## src/rtl/pipelined_cla_addsub.sv

```systemverilog
`timescale 1ns/1ps
// -----------------------------------------------------------------------------
// pipelined_cla_addsub
//
// Purpose:
//   WIDTH-bit adder/subtractor split into STAGES equal segments, one segment
//   per pipeline stage. Each segment uses GROUP-bit carry-lookahead. The carry
//   between segments crosses a register, so the critical path is one segment
//   wide. A valid/ready handshake on both sides lets bubbles collapse and
//   stalls propagate backward.
//
// Parameters:
//   WIDTH  - operand width in bits
//   STAGES - number of pipeline segments (1..4), WIDTH % STAGES == 0
//   GROUP  - lookahead group size inside a segment; a final partial group
//            is handled, so the segment width need not be a multiple of it
//
// Ports:
//   clk       in   clock, rising edge
//   rst       in   asynchronous active-high reset (clears valid bits only)
//   in_valid  in   operation offered
//   in_ready  out  operation accepted this cycle (combinational)
//   sub       in   1: in1 - in2, 0: in1 + in2 + cin
//   cin       in   carry-in for add, ignored when sub = 1
//   in1, in2  in   operands [WIDTH-1:0]
//   out_valid out  s holds a result
//   out_ready in   consumer takes s this cycle
//   s         out  [WIDTH] carry out, [WIDTH-1:0] sum
// -----------------------------------------------------------------------------
module pipelined_cla_addsub #(
    parameter int WIDTH  = 26,
    parameter int STAGES = 2,
    parameter int GROUP  = 4
) (
    input  logic             clk,
    input  logic             rst,
    input  logic             in_valid,
    output logic             in_ready,
    input  logic             sub,
    input  logic             cin,
    input  logic [WIDTH-1:0] in1,
    input  logic [WIDTH-1:0] in2,
    output logic             out_valid,
    input  logic             out_ready,
    output logic [WIDTH:0]   s
);

    localparam int SEG  = WIDTH / STAGES;
    localparam int LAST = STAGES - 1;

    // One segment of carry-lookahead addition. Within a lookahead group every
    // carry is a flat sum-of-products of the group's generate/propagate terms
    // and the group carry-in; group carry-ins chain from group to group.
    function automatic logic [SEG:0] cla_segment(
        input logic [SEG-1:0] a,
        input logic [SEG-1:0] b,
        input logic           c_in
    );
        logic [SEG-1:0] g;
        logic [SEG-1:0] p;
        logic [SEG:0]   c;
        logic           t;
        logic           pp;
        int             base;
        g    = a & b;
        p    = a ^ b;
        c    = '0;
        c[0] = c_in;
        for (int j = 1; j <= SEG; j++) begin
            base = ((j - 1) / GROUP) * GROUP;
            t    = 1'b0;
            pp   = 1'b1;
            // Walk from bit j-1 down to the group base: g_i gated by the
            // propagates above it, pp ends as the group-prefix propagate.
            for (int i = GROUP - 1; i >= 0; i--) begin
                if (base + i < j) begin
                    t  = t | (pp & g[base + i]);
                    pp = pp & p[base + i];
                end
            end
            c[j] = t | (pp & c[base]);
        end
        return {c[SEG], p ^ c[SEG-1:0]};
    endfunction

    // ---------------------------------------------------------------------
    // Handshake: stage k loads when empty or when its content moves on.
    // ---------------------------------------------------------------------
    logic [STAGES-1:0] valid_q;
    logic [STAGES-1:0] valid_d;
    logic [STAGES-1:0] adv;
    logic [STAGES-1:0] en;
    logic              down_ready;

    always_comb begin
        adv        = '0;
        en         = '0;
        down_ready = out_ready;
        // Resolve from the output stage backward so a draining pipeline
        // frees every stage in the same cycle.
        for (int k = STAGES - 1; k >= 0; k--) begin
            adv[k]     = valid_q[k] & down_ready;
            en[k]      = ~valid_q[k] | adv[k];
            down_ready = en[k];
        end
    end

    always_ff @(posedge clk or posedge rst) begin
        if (rst) begin
            valid_q <= '0;
        end else begin
            valid_q <= valid_d;
        end
    end

    // ---------------------------------------------------------------------
    // Datapath: stage gi adds segment gi. It keeps the finished low sum bits
    // and only the operand bits that later stages still need.
    // ---------------------------------------------------------------------
    genvar gi;
    for (gi = 0; gi < STAGES; gi++) begin : g_stage
        localparam int LO  = gi * SEG;
        localparam int HI  = LO + SEG;
        localparam int OPW = WIDTH - LO;

        logic [OPW-1:0] a_src;
        logic [OPW-1:0] b_src;
        logic           c_src;
        logic           v_src;
        logic [SEG:0]   seg_res;
        logic [HI-1:0]  sum_d;
        logic [HI-1:0]  sum_q;
        logic           c_q;

        if (gi == 0) begin : g_first
            // Subtraction is a + ~b + 1.
            assign a_src = in1;
            assign b_src = sub ? ~in2 : in2;
            assign c_src = sub ? 1'b1 : cin;
            assign v_src = in_valid;
            assign sum_d = seg_res[SEG-1:0];
        end else begin : g_next
            assign a_src = g_stage[gi-1].g_carry_ops.a_q;
            assign b_src = g_stage[gi-1].g_carry_ops.b_q;
            assign c_src = g_stage[gi-1].c_q;
            assign v_src = valid_q[gi-1];
            assign sum_d = {seg_res[SEG-1:0], g_stage[gi-1].sum_q};
        end

        assign seg_res     = cla_segment(a_src[SEG-1:0], b_src[SEG-1:0], c_src);
        assign valid_d[gi] = en[gi] ? v_src : valid_q[gi];

        // Data registers carry no reset; valid_q alone marks them meaningful.
        always_ff @(posedge clk) begin
            if (en[gi]) begin
                sum_q <= sum_d;
                c_q   <= seg_res[SEG];
            end
        end

        if (gi < LAST) begin : g_carry_ops
            logic [OPW-SEG-1:0] a_q;
            logic [OPW-SEG-1:0] b_q;
            always_ff @(posedge clk) begin
                if (en[gi]) begin
                    a_q <= a_src[OPW-1:SEG];
                    b_q <= b_src[OPW-1:SEG];
                end
            end
        end
    end

    assign in_ready  = en[0];
    assign out_valid = valid_q[LAST];
    assign s         = {g_stage[LAST].c_q, g_stage[LAST].sum_q};

endmodule
```

## config.mk

```make
export PLATFORM = sky130hd
export DESIGN_NAME = pipelined_cla_addsub
export DESIGN_NICKNAME = d
export VERILOG_FILES = /design/src/rtl/pipelined_cla_addsub.sv
export SDC_FILE = /design/constraint.sdc
export NUM_CORES = 1
export LEC_CHECK = 0
export ABC_AREA = 1
export CORE_ASPECT_RATIO = 2
export CORE_UTILIZATION = 39
export DETAILED_ROUTE_END_ITERATION = 7
export PLACE_DENSITY = 0.66
export SETUP_SLACK_MARGIN = 0.15
export SLEW_MARGIN = 30
export SYNTH_ARGS = -nofsm -noshare
export SYNTH_HDL_FRONTEND = slang
export SYNTH_SLANG_ARGS = --single-unit
```

## constraint.sdc

```tcl
create_clock -name clk -period 5 [get_ports clk]
set_input_delay 1 -clock clk [delete_from_list [all_inputs] [get_ports clk]]
set_output_delay 1 -clock clk [all_outputs]
set_load 0.01 [all_outputs]
```

==> results of run 1 <==
==> cells by family after synthesis <==
group	count (synthesis)
buffers and inverters	50
adders and majority gates	32
and+or+nand+nor	88
AOI/OAI and AO/OA	16
DFF	69
xor gates and xnor gates	37
==> metal layers <==
| metal | track usage (%) | wire [um] | vias to the layer above |
|---|---|---|---|
| met1 | 13.1 | 2210 | 1101 |
| met5 | 0 | 0 | - |
| li1 | - | - | 1159 |
| met4 | 7.14 | 106 | 0 |
| met3 | 3.48 | 224 | 7 |
| met2 | 29.1 | 3960 | 69 |
==> state kept, by name (all words and copies together) (netlist names) <==
name,flops
g_stage.sum_q,39
g_stage.g_carry_ops.b_q,13
g_stage.g_carry_ops.a_q,13
g_stage.c_q,2
valid_q,2
==> worst max path at each step <==
| stage | startpoint | endpoint | cells past startpoint |
|---|---|---|---|
| after floorplan | sub | g_stage[0].sum_q[12]$_DFFE_PP_ | 15 |
| after global placement | sub | g_stage[0].sum_q[12]$_DFFE_PP_ | 14 |
| after detailed placement | sub | g_stage[0].sum_q[12]$_DFFE_PP_ | 14 |
| after CTS | sub | g_stage[0].sum_q[12]$_DFFE_PP_ | 14 |
| after global routing | sub | g_stage[0].sum_q[12]$_DFFE_PP_ | 14 |
| final | sub | g_stage[0].sum_q[12]$_DFFE_PP_ | 14 |
==> cells in the final DEF (no fill, tap or decap) <==
master and instances:
clkdlybuf4s50_1 85, edfxtp_1 67, nand2_1 46, inv_1 43
xor2_1 28, ha_1 24, a21oi_1 14, nand3_1 13
nor2_1 12, xnor2_1 9, clkbuf_16 9, fa_1 8
nand2_2 7, clkbuf_1 4, nand3_2 3, nand4_1 3
clkinv_1 3, inv_2 2, and3_1 2, buf_4 2
dfrtp_1 2, nand3b_1 1, o21ai_0 1, and2_1 1
a31oi_1 1, clkinv_2 1, buf_2 1
==> power by group through the flow <==
stage	logic (W)	clock network [W]	registers (W)
final	0.000452	0.000538	0.000816
after global routing	0.000503	0.000578	0.000826
after CTS	0.000459	0.000555	0.000819
after detailed placement	0.000457	0	0.000830
after global placement	0.000441	0	0.000825
after floorplan	0.000222	0	0.000851
==> through the flow <==
stage	setup slack [ns]	power [W]
3_5_place_dp	1.38	0.00129
4_1_cts	1.72	0.00183
2_1_floorplan	1.87	0.00107
3_3_place_gp	1.47	0.00127
5_1_grt	1.58	0.00191
6_report	1.77	0.00181
==> cell type report <==
cell class,count,area (um^2),share of cell area (%)
clock buffers,13,240,5.06
well taps,100,125,2.63
clock inverters,3,12.5,0.263
inverters,46,173,3.63
repair buffers,88,871,18.3
flip-flops and latches,69,2060,43.4
multi-input cells,173,1270,26.7
==> out/metrics.yaml, run 1 <==
grt:
  grt_pass1_vias: 2331
  grt_usage_pct: 14.5
  grt_pass1_wl_um: 10300
  antenna_found_initial: 0
  grt_overflow_total: 0
  grt_start_max_net_pins: 42
worst_setup_path:
  cp_slowest_stage_delay_ns: 0.60
  cp_max_fo: 27
  start_kind: "primary input"
  crit_chain: "buf_2 -> xor2_1 -> ha_1 -> nand2_1 -> nand2_1 -> nor2_1 -> nand2_2 -> nand3_2 -> nand2_2 -> nand2_2 -> nand2_2 -> nand2_1 -> nand2_1 -> fa_1"
  crit_buf_inv: 1
  r2r_slack_ns: 2.89
  reg2reg_to: "g_stage[1].sum_q[25]$_DFFE_PP_"
  reg2regPathDepth: 7
  path_class: "in -> reg"
  critPathRequiredTime_ns: 5.06
  critPathTopFamily: "adder cells"
  cp_slowest_cell: "buf_2"
  endpoint_kind: "register"
  arrival_ns: 3.29
  regToRegStartpoint: "g_stage[0].g_carry_ops.b_q[6]$_DFFE_PP_"
run:
  drv_cap: 0
synthesis:
  syn_avg_cell_area_um2: 12.1
  synth.yosys.seq_area_share_pct: 58.5
  synth_seq_cells: 69
  synthCells: 292
  syn-num-nets: 382
  synth_top_area_share_pct: 57.1
  ys_warn_count: 0
  synthXorXnorAreaFrac_pct: 9.19
  synth_ff_type: "edfxtp_1"
  yosysMostFrequentCell: "edfxtp_1"
  synth_compound_area_share_pct: 2.31
  synth_simple_gate_area_share_pct: 11.2
  async_flop_share_pct: 2.90
  syn_area_um2: 3530
  ys_types: 24
  synth_top_family_by_area: "adder cells"
  synth_edf_count: 67
  synthTopCellsByCount: "edfxtp_1, nand2_1, inv_1"
  synthAdderAreaFrac_pct: 13.1
  synth_top_area_cell: "edfxtp_1"
  synthMuxAreaShare_pct: 0
  synthTopCellsByArea: "edfxtp_1, ha_1, xor2_1"
clock_network:
  htreeDepth: 3
  cts_made_buffers: 9
  clock-sinks: 69
  cts_resized: 0
  clk_latency_ns: 0.32
  cts_setup_buffers: 0
  cts-root-buf: "clkbuf_16"
  clock_path_buffers: 2
  holdBufCountCts: 0
  clkSlewWorstSetupHoldPaths_ns: 0.05
  cts_tree: "yes"
finish:
  n_fill_cell: 740
  area_delta_synth_final_pct: 34.7
  design_area_um2: 4750
  antenna_cells: 0
  fin_cells: 492
  nets: 477
  final_core_util_pct: 54.6
  drive_above_1_share_pct: 6.38
floorplan:
  die_y_um: 136
  rows: 48
  io_pins: 87
  die_area_um2: 9450
  initial_utilization_pct: 40.5
  coreArea_um2: 8710
  dieWidth_um: 69.2
power:
  seqPwrFrac_pct: 45.2
  p_per_area_nw_per_um2: 380
  intPower_w: 0.00135
  p_sw_w: 0.000460
  comb_power_share_pct: 25.0
  clockPowerShare_pct: 29.8
  swShare_pct: 25.5
  ir_drop_mv: 0.185
  p_leak_nw: 2.04
sta:
  rsz0062_at_grt: "false"
  fin_crit_sh_pct: 64.6
  fin_worst_skew_ns: 0.00407
  setup_tns_ns: 0
  finalSetupViolations: 0
  max_slew_margin_pct: 47.2
  fin_crit_ns: 3.23
  drv_slew: 0
  hold_ws_ns: 0.415
  tightest_slew_ns: 0.791
  finalHoldViolations: 0
  fmax_mhz: 310
placed_design:
  dp.cells: 476
  io_buffers: 86
  place_hpwl_um: 4960
  placed_area_um2: 4500
  routabilityCongestion: 0.741
worst_hold_path:
  whs_endpoint: "g_stage[1].sum_q[1]$_DFFE_PP_"
  hold_path.class: "reg -> reg"
  hp-start: "g_stage[0].sum_q[1]$_DFFE_PP_"
  min_path_cells: 0
detailed_routing:
  antenna_left: 0
  num_vias: 2336
  drt_iter0_markers: 84
  viasPerCell: 4.75
  wl_per_cell_um: 13.2
  drc: 0
  routed_wl_um: 6500
  first_pass_iters: 4
outcome:
  status: "finished, final reports clean"
Note: power is estimated with default switching activity, not from simulation.
==> run 2: changes to the inputs <==
==> constraint.sdc (replaced) <==
create_clock -name clk -period 3 [get_ports clk]
set_input_delay 0.6 -clock clk [delete_from_list [all_inputs] [get_ports clk]]
set_output_delay 0.6 -clock clk [all_outputs]
set_load 0.01 [all_outputs]
==> out/metrics.yaml, run 2 (same netlist as run 1, synthesis figures left out) <==
sta:
  fin_crit_sh_pct: 86.9
  tightest_slew_ns: 0.532  # -0.260 ns
  fmax_mhz: 384
  rsz0062_at_grt: "false"
  fin_crit_ns: 2.61
  drv_slew: 0  # unchanged
  max_slew_margin_pct: 64.5  # +17 points
  fin_worst_skew_ns: 0.00577  # +0.00170 ns
  finalSetupViolations: 0  # unchanged
  finalHoldViolations: 0  # unchanged
  setup_tns_ns: 0  # unchanged
worst_setup_path:
  cp_slowest_cell: "clkdlybuf4s50_1"
  reg2regPathDepth: 10  # +3
  crit_chain: "clkdlybuf4s50_1 -> xor2_1 -> ha_1 -> nand2_1 -> nand2_1 -> nor2_1 -> nand2_2 -> nand3_2 -> nand2_2 -> nand2_2 -> nand2_2 -> nand2_1 -> nand2_1 -> fa_1"
  crit_buf_inv: 1  # unchanged
  critPathTopFamily: "simple AND/OR/NAND/NOR gates"
  cp_slowest_stage_delay_ns: 0.47  # -0.13 ns
  cp_max_fo: 3  # -89%
  path_class: "in -> reg"
  endpoint_kind: "register"
  critPathRequiredTime_ns: 3.06  # -2.00 ns
  cp.depth: 14  # unchanged
  arrival_ns: 2.67  # -0.62 ns
  start_kind: "primary input"
power:
  intPower_w: 0.00225  # +67%
  total_power_w: 0.00303  # +68%
  seqPwrFrac_pct: 45.0  # -0.2 points
  p_sw_w: 0.000777  # +69%
  swShare_pct: 25.7  # +0.20 points
  comb_power_share_pct: 25.2  # +0.2 points
  clockPowerShare_pct: 29.8  # about the same
  ir_drop_mv: 0.294  # +59%
  p_per_area_nw_per_um2: 632  # +66%
  p_leak_nw: 2.07  # +1.2%
detailed_routing:
  drc: 0  # unchanged
  viasPerCell: 4.76  # +0.18%
  routed_wl_um: 6680  # +2.8%
  num_vias: 2364  # +1.2%
  drt_iter0_markers: 79  # -6.0%
  antenna_left: 0  # unchanged
  first_pass_iters: 4  # unchanged
  wl_per_cell_um: 13.4  # +1.7%
floorplan:
  io_pins: 87  # unchanged
  dieWidth_um: 69.2  # unchanged
  coreArea_um2: 8710  # unchanged
  initial_utilization_pct: 40.5  # unchanged
  die_y_um: 136  # unchanged
  die_area_um2: 9450  # unchanged
  rows: 48  # unchanged
clock_network:
  cts_setup_buffers: 0  # unchanged
  clock_path_buffers: 2  # unchanged
  cts_made_buffers: 9  # unchanged
  clock-sinks: 69  # unchanged
  cts_tree: "yes"
  htreeDepth: 3  # unchanged
  cts-root-buf: "clkbuf_16"
  clk_latency_ns: 0.32  # about the same
  cts_resized: 0  # unchanged
  clkSlewWorstSetupHoldPaths_ns: 0.05  # about the same
  holdBufCountCts: 0  # unchanged
finish:
  n_fill_cell: 718  # -3.0%
  seq_area_um2: 2060  # unchanged
  area_delta_synth_final_pct: 35.8
  regMostFlops: "g_stage.sum_q"
  largestRegisters: "g_stage.sum_q x39, g_stage.g_carry_ops.a_q x13, g_stage.g_carry_ops.b_q x13"
  design_area_um2: 4790  # +0.79%
  largest_reg_flops: 39  # unchanged
  multiInputGateArea_um2: 1270  # unchanged
  final_core_util_pct: 55.0  # +0.43 points
  nets: 482  # +1.0%
  drive_above_1_share_pct: 7.56  # +1.2 points
  final_common_cell: "clkdlybuf4s50_1"
  final_cell_mix: "clkdlybuf4s50_1, edfxtp_1, nand2_1, inv_1, xor2_1"
  antenna_cells: 0  # unchanged
grt:
  grt_pass1_vias: 2444  # +4.8%
  grt_pass1_wl_um: 10600  # +3.2%
  grt_overflow_total: 0  # unchanged
  antenna_found_initial: 0  # unchanged
  grt_usage_pct: 15.0  # +0.48 points
  grt_start_max_net_pins: 42  # unchanged
outcome:
  status: "finished, final reports clean"
worst_hold_path:
  hold_path.class: "reg -> reg"
  min_path_cells: 0  # unchanged
placed_design:
  io_buffers: 86  # unchanged
  placed_area_um2: 4540  # +0.83%
  place_hpwl_um: 5210  # +5.1%
  routabilityCongestion: 0.757  # +2.2%
run:
  drv_cap: 0  # unchanged
## run 2: area by class of cell
class	count	share of cell area, %
Clock inverter	3	0.261
Inverter	46	3.61
Tap cell	100	2.61
Clock buffer	13	5.02
Timing Repair Buffer	93	19.0
Multi-Input combinational cell	173	26.5
Sequential cell	69	43.1
## run 2: per-stage QoR
step	instances	hold WS (ns)	setup slack, ns
CTS	497	0.419	0.375
global route	497	0.424	0.211
floorplan	292	0.341	0.271
detailed placement	481	0.408	0.0405
finish	497	0.416	0.394
global placement	481	0.402	0.105
## run 2: power by group through the flow
stage,clock [W],combinational (W),sequential [W]
5_1_grt,0.000956,0.000849,0.00138
3_5_place_dp,0,0.000772,0.00138
3_3_place_gp,0,0.000742,0.00137
6_report,0.000903,0.000763,0.00136
4_1_cts,0.000922,0.000775,0.00137
2_1_floorplan,0,0.000370,0.00142
## run 2: worst paths after layout
path                                                         start                        endpoint  slack [ns]
max                                                         in2[3]  g_stage[0].sum_q[12]$_DFFE_PP_        0.39
min                                 g_stage[0].sum_q[11]$_DFFE_PP_  g_stage[1].sum_q[11]$_DFFE_PP_        0.42
max reg2reg                g_stage[0].g_carry_ops.a_q[3]$_DFFE_PP_  g_stage[1].sum_q[25]$_DFFE_PP_        0.87
min reg2reg                         g_stage[0].sum_q[11]$_DFFE_PP_  g_stage[1].sum_q[11]$_DFFE_PP_        0.42
max in group asynchronous                                      rst          valid_q[1]$_DFFE_PP0P_        2.46
min in group asynchronous                                      rst          valid_q[0]$_DFFE_PP0P_        0.43
## run 2: metal layers
| layer | track usage [%] | up-vias | routed length (um) |
|---|---|---|---|
| met5 | 0 | - | 0 |
| li1 | - | 1169 | - |
| met1 | 12.5 | 1122 | 2200 |
| met3 | 3.26 | 11 | 258 |
| met4 | 8.62 | 0 | 175 |
| met2 | 30.9 | 62 | 4050 |
## run 2: worst reg2reg max path, cell delays in order (launching register included)
cell,delay (ns)
edfxtp_1,0.38
ha_1,0.34
nand2_1,0.07
clkinv_1,0.04
nand3_1,0.07
nand2_1,0.14
nand2_1,0.08
nand2_2,0.11
a31oi_1,0.13
fa_1,0.49
inv_1,0.03
